--- src/rtl/pipeline_hazard_ctrl_pkg.sv ---
// Shared definitions for the pipeline hazard controller: MUL/DIV FSM state
// encodings, bubble/zero constants for the pipeline registers, hazard helper.
package pipeline_hazard_ctrl_pkg;

   typedef enum logic [1:0] {
      ST_IDLE = 2'd0,
      ST_BUSY = 2'd1,
      ST_DONE = 2'd2
   } muldiv_state_e;

   // Field values a pipeline register takes when it is loaded with a bubble.
   localparam logic [4:0]  REG_ZERO            = 5'd0;
   localparam logic [31:0] BUBBLE_WORD         = 32'd0;
   localparam logic        BUBBLE_REG_WRITE_EN = 1'b0;
   localparam logic        BUBBLE_READ_WRITE   = 1'b0;

   function automatic logic load_use_hazard(
      input logic       ex_mem_read,
      input logic [4:0] ex_rd,
      input logic [4:0] id_rs1,
      input logic       id_rs1_used,
      input logic [4:0] id_rs2,
      input logic       id_rs2_used
   );
      return ex_mem_read && (ex_rd != REG_ZERO) &&
             ((id_rs1_used && (id_rs1 == ex_rd)) ||
              (id_rs2_used && (id_rs2 == ex_rd)));
   endfunction

endpackage

--- src/rtl/pipeline_hazard_ctrl_muldiv_stall_fsm.sv ---
// MUL/DIV occupancy tracker for the EX stage: keeps EX stalled for the op's
// full latency, then flags one result-valid cycle before re-arming.
//
// state   | meaning
// --------+-------------------------------------------------------------
// IDLE    | no op in flight; a new MUL/DIV in EX stalls and loads cnt
// BUSY    | op executing; stall while cnt counts down to zero
// DONE    | result valid, op may leave EX; waits out any DMEM busywait
module muldiv_stall_fsm
   import pipeline_hazard_ctrl_pkg::*;
#(
   parameter int MUL_LATENCY = 4,
   parameter int DIV_LATENCY = 32,
   parameter int CNT_W       = 6
) (
   input  logic clk_i,
   input  logic rst_i,
   input  logic ex_muldiv_i,
   input  logic ex_is_div_i,
   input  logic dmem_busywait_i,
   output logic stall_o,
   output logic result_valid_o
);

   // The IDLE cycle already counts as one stall cycle and BUSY spends one
   // cycle at cnt==0, hence the -2.
   localparam logic [CNT_W-1:0] MUL_CNT = CNT_W'(MUL_LATENCY - 2);
   localparam logic [CNT_W-1:0] DIV_CNT = CNT_W'(DIV_LATENCY - 2);

   muldiv_state_e    state_q, state_d;
   logic [CNT_W-1:0] cnt_q, cnt_d;

   always_ff @(posedge clk_i) begin
      if (rst_i) begin
         state_q <= ST_IDLE;
         cnt_q   <= '0;
      end else begin
         state_q <= state_d;
         cnt_q   <= cnt_d;
      end
   end

   always_comb begin
      state_d        = state_q;
      cnt_d          = cnt_q;
      stall_o        = 1'b0;
      result_valid_o = 1'b0;
      case (state_q)
         ST_IDLE: begin
            if (ex_muldiv_i) begin
               stall_o = 1'b1;
               cnt_d   = ex_is_div_i ? DIV_CNT : MUL_CNT;
               state_d = ST_BUSY;
            end
         end
         ST_BUSY: begin
            stall_o = 1'b1;
            if (cnt_q != '0) begin
               cnt_d = cnt_q - CNT_W'(1);
            end else begin
               state_d = ST_DONE;
            end
         end
         ST_DONE: begin
            result_valid_o = 1'b1;
            if (!dmem_busywait_i) begin
               state_d = ST_IDLE;
            end
         end
         default: state_d = ST_IDLE;
      endcase
   end

endmodule

--- src/rtl/pipeline_hazard_ctrl.sv ---
// Stall/flush controller for the five-stage RV32IM pipeline.
// Multi-cycle MUL/DIV stalls are compiled in only when MULDIV_STALL_EN is defined.
module pipeline_hazard_ctrl
   import pipeline_hazard_ctrl_pkg::*;
#(
   parameter int MUL_LATENCY = 4,
   parameter int DIV_LATENCY = 32,
   parameter int CNT_W       = 6
) (
   input  logic       CLK,
   input  logic       RESET,
   input  logic [4:0] ID_RS1,
   input  logic [4:0] ID_RS2,
   input  logic       ID_RS1_USED,
   input  logic       ID_RS2_USED,
   input  logic [4:0] EX_RD,
   input  logic       EX_MEM_READ,
   input  logic       EX_BRANCH_TAKEN,
   input  logic       EX_MULDIV,
   input  logic       EX_IS_DIV,
   input  logic       IMEM_BUSYWAIT,
   input  logic       DMEM_BUSYWAIT,
   output logic       PC_HOLD,
   output logic       IF_ID_BUSYWAIT,
   output logic       ID_EX_BUSYWAIT,
   output logic       EX_MEM_BUSYWAIT,
   output logic       MEM_WB_BUSYWAIT,
   output logic       IF_ID_FLUSH,
   output logic       ID_EX_FLUSH,
   output logic       EX_MEM_FLUSH,
   output logic       MULDIV_RESULT_VALID
);

   logic muldiv_stall;
   logic muldiv_valid;
   logic hazard;

`ifdef MULDIV_STALL_EN
   localparam int MAX_LAT = (MUL_LATENCY > DIV_LATENCY) ? MUL_LATENCY : DIV_LATENCY;

   if (MUL_LATENCY < 2 || DIV_LATENCY < 2 || (MAX_LAT - 2) >= (1 << CNT_W)) begin : g_bad_cfg
      $error("pipeline_hazard_ctrl: latencies must be >= 2 and fit in CNT_W");
   end

   muldiv_stall_fsm #(
      .MUL_LATENCY (MUL_LATENCY),
      .DIV_LATENCY (DIV_LATENCY),
      .CNT_W       (CNT_W)
   ) u_muldiv_stall_fsm (
      .clk_i           (CLK),
      .rst_i           (RESET),
      .ex_muldiv_i     (EX_MULDIV),
      .ex_is_div_i     (EX_IS_DIV),
      .dmem_busywait_i (DMEM_BUSYWAIT),
      .stall_o         (muldiv_stall),
      .result_valid_o  (muldiv_valid)
   );
`else
   // MUL/DIV behaves as a single-cycle op: no occupancy state at all.
   localparam int unused_cfg_sum = MUL_LATENCY + DIV_LATENCY + CNT_W;
   logic unused_is_div;
   logic unused_clk;
   assign unused_is_div = EX_IS_DIV;
   assign unused_clk    = CLK;
   assign muldiv_stall  = 1'b0;
   assign muldiv_valid  = EX_MULDIV;
`endif

   assign hazard = load_use_hazard(EX_MEM_READ, EX_RD, ID_RS1, ID_RS1_USED,
                                   ID_RS2, ID_RS2_USED);

   always_comb begin
      PC_HOLD             = 1'b0;
      IF_ID_BUSYWAIT      = 1'b0;
      ID_EX_BUSYWAIT      = 1'b0;
      EX_MEM_BUSYWAIT     = 1'b0;
      MEM_WB_BUSYWAIT     = 1'b0;
      IF_ID_FLUSH         = 1'b0;
      ID_EX_FLUSH         = 1'b0;
      EX_MEM_FLUSH        = 1'b0;
      MULDIV_RESULT_VALID = 1'b0;
      if (!RESET) begin
         MULDIV_RESULT_VALID = muldiv_valid;
         if (DMEM_BUSYWAIT) begin
            PC_HOLD         = 1'b1;
            IF_ID_BUSYWAIT  = 1'b1;
            ID_EX_BUSYWAIT  = 1'b1;
            EX_MEM_BUSYWAIT = 1'b1;
            MEM_WB_BUSYWAIT = 1'b1;
         end else if (IMEM_BUSYWAIT) begin
            PC_HOLD        = 1'b1;
            IF_ID_BUSYWAIT = 1'b1;
            IF_ID_FLUSH    = EX_BRANCH_TAKEN;
         end else if (muldiv_stall) begin
            PC_HOLD        = 1'b1;
            IF_ID_BUSYWAIT = 1'b1;
            ID_EX_BUSYWAIT = 1'b1;
            EX_MEM_FLUSH   = 1'b1;
         end else if (EX_BRANCH_TAKEN) begin
            IF_ID_FLUSH = 1'b1;
            ID_EX_FLUSH = 1'b1;
         end else if (hazard) begin
            PC_HOLD        = 1'b1;
            IF_ID_BUSYWAIT = 1'b1;
            ID_EX_FLUSH    = 1'b1;
         end
      end
   end

endmodule

--- config.mk ---
export PLATFORM = sky130hd
export DESIGN_NAME = pipeline_hazard_ctrl
export DESIGN_NICKNAME = d
export VERILOG_FILES = /design/src/rtl/pipeline_hazard_ctrl_pkg.sv /design/src/rtl/pipeline_hazard_ctrl_muldiv_stall_fsm.sv /design/src/rtl/pipeline_hazard_ctrl.sv
export SDC_FILE = /design/constraint.sdc
export NUM_CORES = 1
export LEC_CHECK = 0
export CAP_MARGIN = 20
export CELL_PAD_IN_SITES_DETAIL_PLACEMENT = 0
export CELL_PAD_IN_SITES_GLOBAL_PLACEMENT = 1
export CORE_MARGIN = 4
export CORE_UTILIZATION = 14
export DETAILED_ROUTE_END_ITERATION = 6
export PLACE_DENSITY = 0.81
export SLEW_MARGIN = 5
export SYNTH_ARGS = -nofsm -noshare
export SYNTH_HDL_FRONTEND = slang
export SYNTH_SLANG_ARGS = --single-unit
export TNS_END_PERCENT = 30
--- constraint.sdc ---
create_clock -name vclk -period 1.7
set_input_delay 0.34 -clock vclk [all_inputs]
set_output_delay 0.34 -clock vclk [all_outputs]
set_load 0.05 [all_outputs]
## Word level (Yosys, flattened, before mapping)

Index checks and enable logic that the tools add are counted.

- Memories kept: 0
- Output and inout port bits: 9
- Memory bits (writable): 0
- Logic and storage cells: 24
- Memory bits (read-only): 0
- Bits of input ports: 25
- Register bits: 0
- Latch bits: 0

- Add/sub/neg operators: 0
- Bitwise operators: 0
- Equality and inequality tests: 2
- Div/mod/pow operators: 0
- Reductions and logical operators: 6
- Shift-type cells: 0
- Mux-type cells: 16
- Multipliers: 0
- $lt $le $gt $ge: 0

Operators with widths:

| kind | count |
|---|---|
| 1-bit two-way mux | 16 |
| 5-bit equality test | 2 |
| 5-bit nonzero test | 1 |
| 1-bit logical AND | 4 |
| 1-bit logical OR | 1 |

## Logic depth before layout (Yosys ltp)

- Depth after elaboration: 9
- Gate-level depth with buffers: 5
- Gate-level depth less buffers: 4

## Worst setup path after synthesis

No wires, ideal clock.

- Path type: input to output
- Start: input EX_RD[3]
- End: output PC_HOLD
- Buffers on the path: 1
- Arrival time: 2.043 ns
- Stages on the path: 5
- Data required time: 1.360 ns
- Setup slack: -0.683 ns
- Path through: xor2_1 > nor4_1 > a32oi_1 > o22ai_1 > buf_4

- Longest elaborated chain between the ends: 9
- Elaborated cells between the ends (all ways): 13
- Classes of those cells: eq/ne: 2; mux: 5; reduce/logical: 6

RTL lines:

| element | line | RTL |
|---|---|---|
| start: declaration | pipeline_hazard_ctrl.sv:16 | `input logic [4:0] EX_RD,` |
| 5-bit equality test, on equally long branches | pipeline_hazard_ctrl_pkg.sv:26, pipeline_hazard_ctrl_pkg.sv:27 |  |
| 1-bit logical AND, on equally long branches | pipeline_hazard_ctrl_pkg.sv:26, pipeline_hazard_ctrl_pkg.sv:27 |  |
| 1-bit logical OR | pipeline_hazard_ctrl_pkg.sv:26 | `((id_rs1_used && (id_rs1 == ex_rd)) \|\|` |
| 1-bit logical AND (*) | pipeline_hazard_ctrl_pkg.sv:25 | `return ex_mem_read && (ex_rd != REG_ZERO) &&` |
| 1-bit two-way mux (*) (5 in series) | -- |  |
| end: declaration | pipeline_hazard_ctrl.sv:23 | `output logic PC_HOLD,` |

Mark *: on every way between the ends. The rest lies on a longest branch, timed or not.

## Worst setup path in the final report

- Start: input EX_RD[1]
- End: output IF_ID_BUSYWAIT

- Longest elaborated chain between the ends: 9
- Elaborated cells between the ends (all ways): 13
- Classes of those cells: eq/ne: 2; mux: 5; reduce/logical: 6

RTL lines:

| element | line | RTL |
|---|---|---|
| 5-bit equality test, on equally long branches | pipeline_hazard_ctrl_pkg.sv:26, pipeline_hazard_ctrl_pkg.sv:27 |  |
| 1-bit logical AND, on equally long branches | pipeline_hazard_ctrl_pkg.sv:26, pipeline_hazard_ctrl_pkg.sv:27 |  |
| 1-bit logical OR | pipeline_hazard_ctrl_pkg.sv:26 |  |
| 1-bit logical AND (*) | pipeline_hazard_ctrl_pkg.sv:25 |  |
| 1-bit two-way mux (*) | pipeline_hazard_ctrl.sv:102 | `end else if (hazard) begin` |
| 1-bit two-way mux (*) | pipeline_hazard_ctrl.sv:99 | `end else if (EX_BRANCH_TAKEN) begin` |
| 1-bit two-way mux (*) | pipeline_hazard_ctrl.sv:90 | `end else if (IMEM_BUSYWAIT) begin` |
| 1-bit two-way mux (*) | pipeline_hazard_ctrl.sv:84 | `if (DMEM_BUSYWAIT) begin` |
| 1-bit two-way mux (*) | pipeline_hazard_ctrl.sv:82 | `if (!RESET) begin` |
| end: declaration | pipeline_hazard_ctrl.sv:24 | `output logic IF_ID_BUSYWAIT,` |

Marks and branches as above.

==> results.toml <==
[synth]
avgSynthCellArea_um2 = 7.51
yosys_warnings = 0
synthesis.nets = 56
synth_cells = 31
ys_seq_area_frac = 0
synth_area_um2 = 233
synth.distinct_cells = 16

[floorplanning]
dieArea_mm2 = 0.00238
initial_utilization = 0.151
top_level_ports = 34
row_count = 14
die_w_um = 48.8
core_area_mm2 = 0.00154
die_height_um = 48.8

[final_layout]
fin_nets = 92
drive_gt1_frac = 0.585
clock_buffers = 0
multi_input_area_um2 = 277
register_area_um2 = 0
n_antenna_cell = 0
fin_cells = 81
area_delta_synth_final_pct = 205
seq_cell_count = 0
fillers = 152

[global_routing]
grt_pass1_vias = 411
overflow = 0
antenna_found_initial = 0
grt_util_met3 = 0.0550
grt_max_degree = 6
grt_util_met1 = 0.0861
grt_pass1_wl_um = 1720
grt_use_met2 = 0.150
track_usage = 0.0839
top_usage_layer = "met2"

[pwr]
p_per_area_mw_per_mm2 = 287
leakagePower_nw = 0.315
vdd_ir_drop_max_uv = 159

[sta]
max_freq_mhz = 539
min_period_ns = 1.86
hold_violations = 0
rsz0062_at_grt = "yes"
finalSetupTns_ns = -0.395
setup_slack_ns = -0.157
fin_crit_sh = 1.09
slew_viol_final = 0
finalSetupViolCount = 3

[detailed_routing]
antenna_left = 0
via_count = 344
drc = 0
post_drt_wl_per_cell_um = 11.9
vias_per_cell = 4.25
dr.first_iter.drc_count = 0
drt_pre_antenna_iters = 1
wirelength_um = 967

[status]
outcome = "finished, violations left"
violations = "negative setup slack"

[critical_path]
cp-start-kind = "input pin"
critical_path_class = "input pin to output pin"
endpoint_kind = "output pin"
worstPathRequired_ns = 1.36
crit_fanout = 3
cp.arrival_ns = 1.52

[flow_run]
cap_violations = 0

[place]
place.gp.congestion = 0.660
dp_hpwl_um = 813
place_inst = 81
port_buffers = 31

[hold_path]
hold_depth = 5
hold_class = "input pin to output pin"
hold_end = "ID_EX_FLUSH"
hp-start = "DMEM_BUSYWAIT"

[clock_tree]
postCtsHoldBufs = 0
## worst max-delay path, stage by stage
cell      delay, ns
buf_8          0.10
or4_4          0.56
o211ai_4       0.23
o22ai_4        0.12
buf_12         0.17
## synthesized netlist by cell type
library cell / count / area [um2]
or4_4: 1 / 11.3
nand2_1: 1 / 3.75
and2_0: 1 / 6.26
buf_4: 4 / 30.0
o22ai_1: 1 / 6.26
conb_1: 1 / 3.75
nor3_1: 1 / 5.00
a32oi_1: 1 / 8.76
nor2_1: 2 / 7.51
xnor2_1: 2 / 17.5
nor4_1: 2 / 12.5
o211ai_2: 2 / 25.0
nor2b_1: 2 / 12.5
xor2_1: 8 / 70.1
nor3b_1: 1 / 7.51
o21ai_1: 1 / 5.00
## repair_timing
item / in CTS / in global routing
endpoints found under the setup margin: 7 / 3
resized for setup: 59 / 10
pin swaps: 13 / 8
hold endpoints to repair: 0 / 0
setup buffers: 0 / 0
## layout by cell type (no fill, tap or decap), types with 2 or more instances in the layout
master and instances:
xor2_1 7, dlygate4sd2_1 5, nor2b_1 2, nor4_2 2, clkbuf_2 2, clkdlybuf4s50_1 5, buf_2 6, buf_6 2
buf_4 6, buf_8 2, buf_12 8
## metrics by stage
stage                     power (mW)   util  instance area [um2]  setup slack, ns  hold slack [ns]
after floorplan               0.0832      -                  254           -0.183            0.811
after global placement         0.200  0.443                  683           -0.652             1.36
after detailed placement       0.200  0.443                  683           -0.634             1.37
after CTS                      0.201  0.448                  691           -0.168             1.26
after global routing           0.216  0.461                  711           -0.216             1.31
final                          0.204  0.461                  711           -0.157             1.25
## how the worst max path moves through the flow
| stage | from | end | slack (ns) | cells after the start |
|---|---|---|---|---|
| 4_1_cts | EX_RD[1] | IF_ID_BUSYWAIT | -0.17 | 5 |
| 6_report | EX_RD[1] | IF_ID_BUSYWAIT | -0.16 | 5 |
| 3_5_place_dp | EX_RD[3] | IF_ID_BUSYWAIT | -0.63 | 6 |
| 3_3_place_gp | EX_RD[3] | IF_ID_BUSYWAIT | -0.65 | 6 |
| 5_1_grt | EX_RD[2] | IF_ID_BUSYWAIT | -0.22 | 6 |
| 2_1_floorplan | EX_RD[3] | PC_HOLD | -0.18 | 5 |
## cell families after synthesis
logic type      after synthesis  synth area share
compound gates                5             0.194
xor+xnor                     10             0.376
buf+inv                       4             0.129
other cells                   1            0.0161
simple gates                 11             0.285
## layer usage
| metal | up-vias | wire length [um] |
|---|---|---|
| met4 | 0 | 0 |
| li1 | 173 | - |
| met1 | 148 | 324 |
| met3 | 0 | 175 |
| met2 | 23 | 468 |
| met5 | - | 0 |
## power by group
part | internal [mW] | switching, mW | total (mW)
registers | 0 | 0 | 0
clock network | 0 | 0 | 0
logic | 0.108 | 0.0965 | 0.204
total | 0.108 | 0.0965 | 0.204
## layout make-up
class	count	area share
multi-input cells	27	0.389
well taps	16	0.0282
repair buffers	38	0.583
Note: power is estimated with default switching activity, not from simulation.
==> patch: new RTL, same flow settings <==
The package constant `REG_ZERO` goes from 5'd0 to 5'd1.
--- a/src/rtl/pipeline_hazard_ctrl_pkg.sv
+++ b/src/rtl/pipeline_hazard_ctrl_pkg.sv
@@ -10,5 +10,5 @@
 
    // Field values a pipeline register takes when it is loaded with a bubble.
-   localparam logic [4:0]  REG_ZERO            = 5'd0;
+   localparam logic [4:0]  REG_ZERO            = 5'd1;
    localparam logic [31:0] BUBBLE_WORD         = 32'd0;
    localparam logic        BUBBLE_REG_WRITE_EN = 1'b0;
Check against the original RTL: not equivalent (Yosys sat finds a counterexample).
==> patch against the unedited design <==
The run still ends with negative setup slack left. Wire length up 6.5%. Via count grew 4.1%. Final area grew 2.5%. Die area down 4.1%. Synthesized area down 4.8%. Power is 0.59% higher. Synthesized cell count unchanged. Core utilization is 2.2 points higher. Worst setup slack worse by 0.0049 ns. Cell count grew 2.5%. Global-route usage fell by 0.077 points. First-iteration DRC count increased by 2.
==> patch: results <==
{
  "status": "complete, but fails checks",
  "violations": "negative setup slack",
  "port_buffers": 31,
  "setup_viol": 4,
  "synth_nets": 56,
  "first_pass_iters": 2,
  "hold_class": "input port to output pin",
  "fin_ws_ns": -0.1617,
  "grt_use_total_pct": 8.308,
  "seq_cell_count": 0,
  "grt-ovfl-total": 0,
  "place.gp.congestion": 0.6657,
  "drt_iter0_markers": 2,
  "crit_end": "PC_HOLD",
  "dp_hpwl_um": 869.5,
  "whs_ns": 1.201,
  "fmax_ghz": 0.5371,
  "synthTopCellsByCount": "xor2_1, buf_4, nor2b_1, nor4_1, xnor2_1",
  "vias": 358,
  "nClkBuffers": 0,
  "yosysSeqAreaShare_pct": 0,
  "wl_per_cell_um": 12.41,
  "crit_fanout": 3,
  "antenna_cells": 0,
  "ys_warn_count": 0,
  "drive_above_1_share_pct": 55.22,
  "finalSetupTns_ns": -0.4251,
  "cp-startpoint": "EX_RD[4]",
  "finalNetCount": 94,
  "max-vdd-ir-drop_mv": 0.09163,
  "place_area_um2": 671.9,
  "grt_pass1_wl_mm": 1.386,
  "worstPathArrival_ns": 1.52,
  "antenna_found_initial": 0,
  "synth_cell_types": 18,
  "yosys-top-cells-area": "xor2_1, buf_4, xnor2_1, nor2b_1, nor4_1",
  "grt_pass1_vias": 341,
  "p_leak_uw": 0.0003205,
  "cap_violations": 0,
  "grt_max_degree": 5
}
[patch: cell types whose count changed after synthesis, sizes merged]
| cell | before | now |
|---|---|---|
| o211ai | 2 | 1 |
| nor2 | 2 | 1 |
| o21ai | 1 | 2 |
| or3 | 0 | 1 |
| or4b | 0 | 1 |
| or4 | 1 | 0 |
[patch: timing repair]
| action | in CTS | in global routing |
|---|---|---|
| endpoints found under the setup margin | 7 | 7 |
| pin swaps | 12 | 5 |
| gates resized for setup | 57 | 6 |
| gates cloned | 0 | 0 |
| buffers inserted | 1 | 1 |
[patch: stage by stage]
stage                     total power [µW]  std cells  setup slack, ns
after global routing                 216.7         83          -0.1895
after CTS                            199.5         82          -0.1633
after detailed placement             197.7         81          -0.5957
final                                205.5         83          -0.1617
after global placement               195.7         81          -0.5567
after floorplan                      81.83         31          -0.1826
[patch: cells by family after synthesis]
family	Yosys count	synth area share, %
buffers and inverters	4	13.56
other	1	1.693
AND/OR/NAND/NOR	11	30.51
XOR/XNOR	10	39.55
AO/OA/AOI/OAI	5	14.69
[patch: per-layer routing]
| metal | track usage (%) | vias to the layer above | wire [µm] |
|---|---|---|---|
| met2 | 18.73 | 23 | 555 |
| met5 | 0 | - | 0 |
| met3 | 1.128 | 0 | 135 |
| met4 | 0 | 0 | 0 |
| li1 | - | 177 | - |
| met1 | 7.947 | 158 | 338 |
[patch: cell type report]
class,count,area [µm²]
timing repair buffer,40,441.7
tap,16,20.02
multi-input combinational,27,266.5
fill,145,778.2
[patch: worst min path at each step]
stage,startpoint,end,cells after the start
floorplan,RESET,IF_ID_BUSYWAIT,1
detailed placement,EX_MULDIV,MULDIV_RESULT_VALID,3
global route,EX_RD[1],ID_EX_FLUSH,4
finish,DMEM_BUSYWAIT,ID_EX_FLUSH,5
CTS,EX_RD[1],ID_EX_FLUSH,4
global placement,EX_MULDIV,MULDIV_RESULT_VALID,3
[patch: power by group]
part	leakage [µW]	switching, µW	total (µW)	internal (µW)
logic	0.000321	94.1	205	111
clock network	0	0	0	0
registers	0	0	0	0
total	0.000321	94.1	205	111
[patch: critical path, stage by stage]
cell and delay (ns):
buf_8 0.10, or4b_4 0.54, o21ai_2 0.15, or3_4 0.14, o22ai_4 0.08, buf_12 0.17
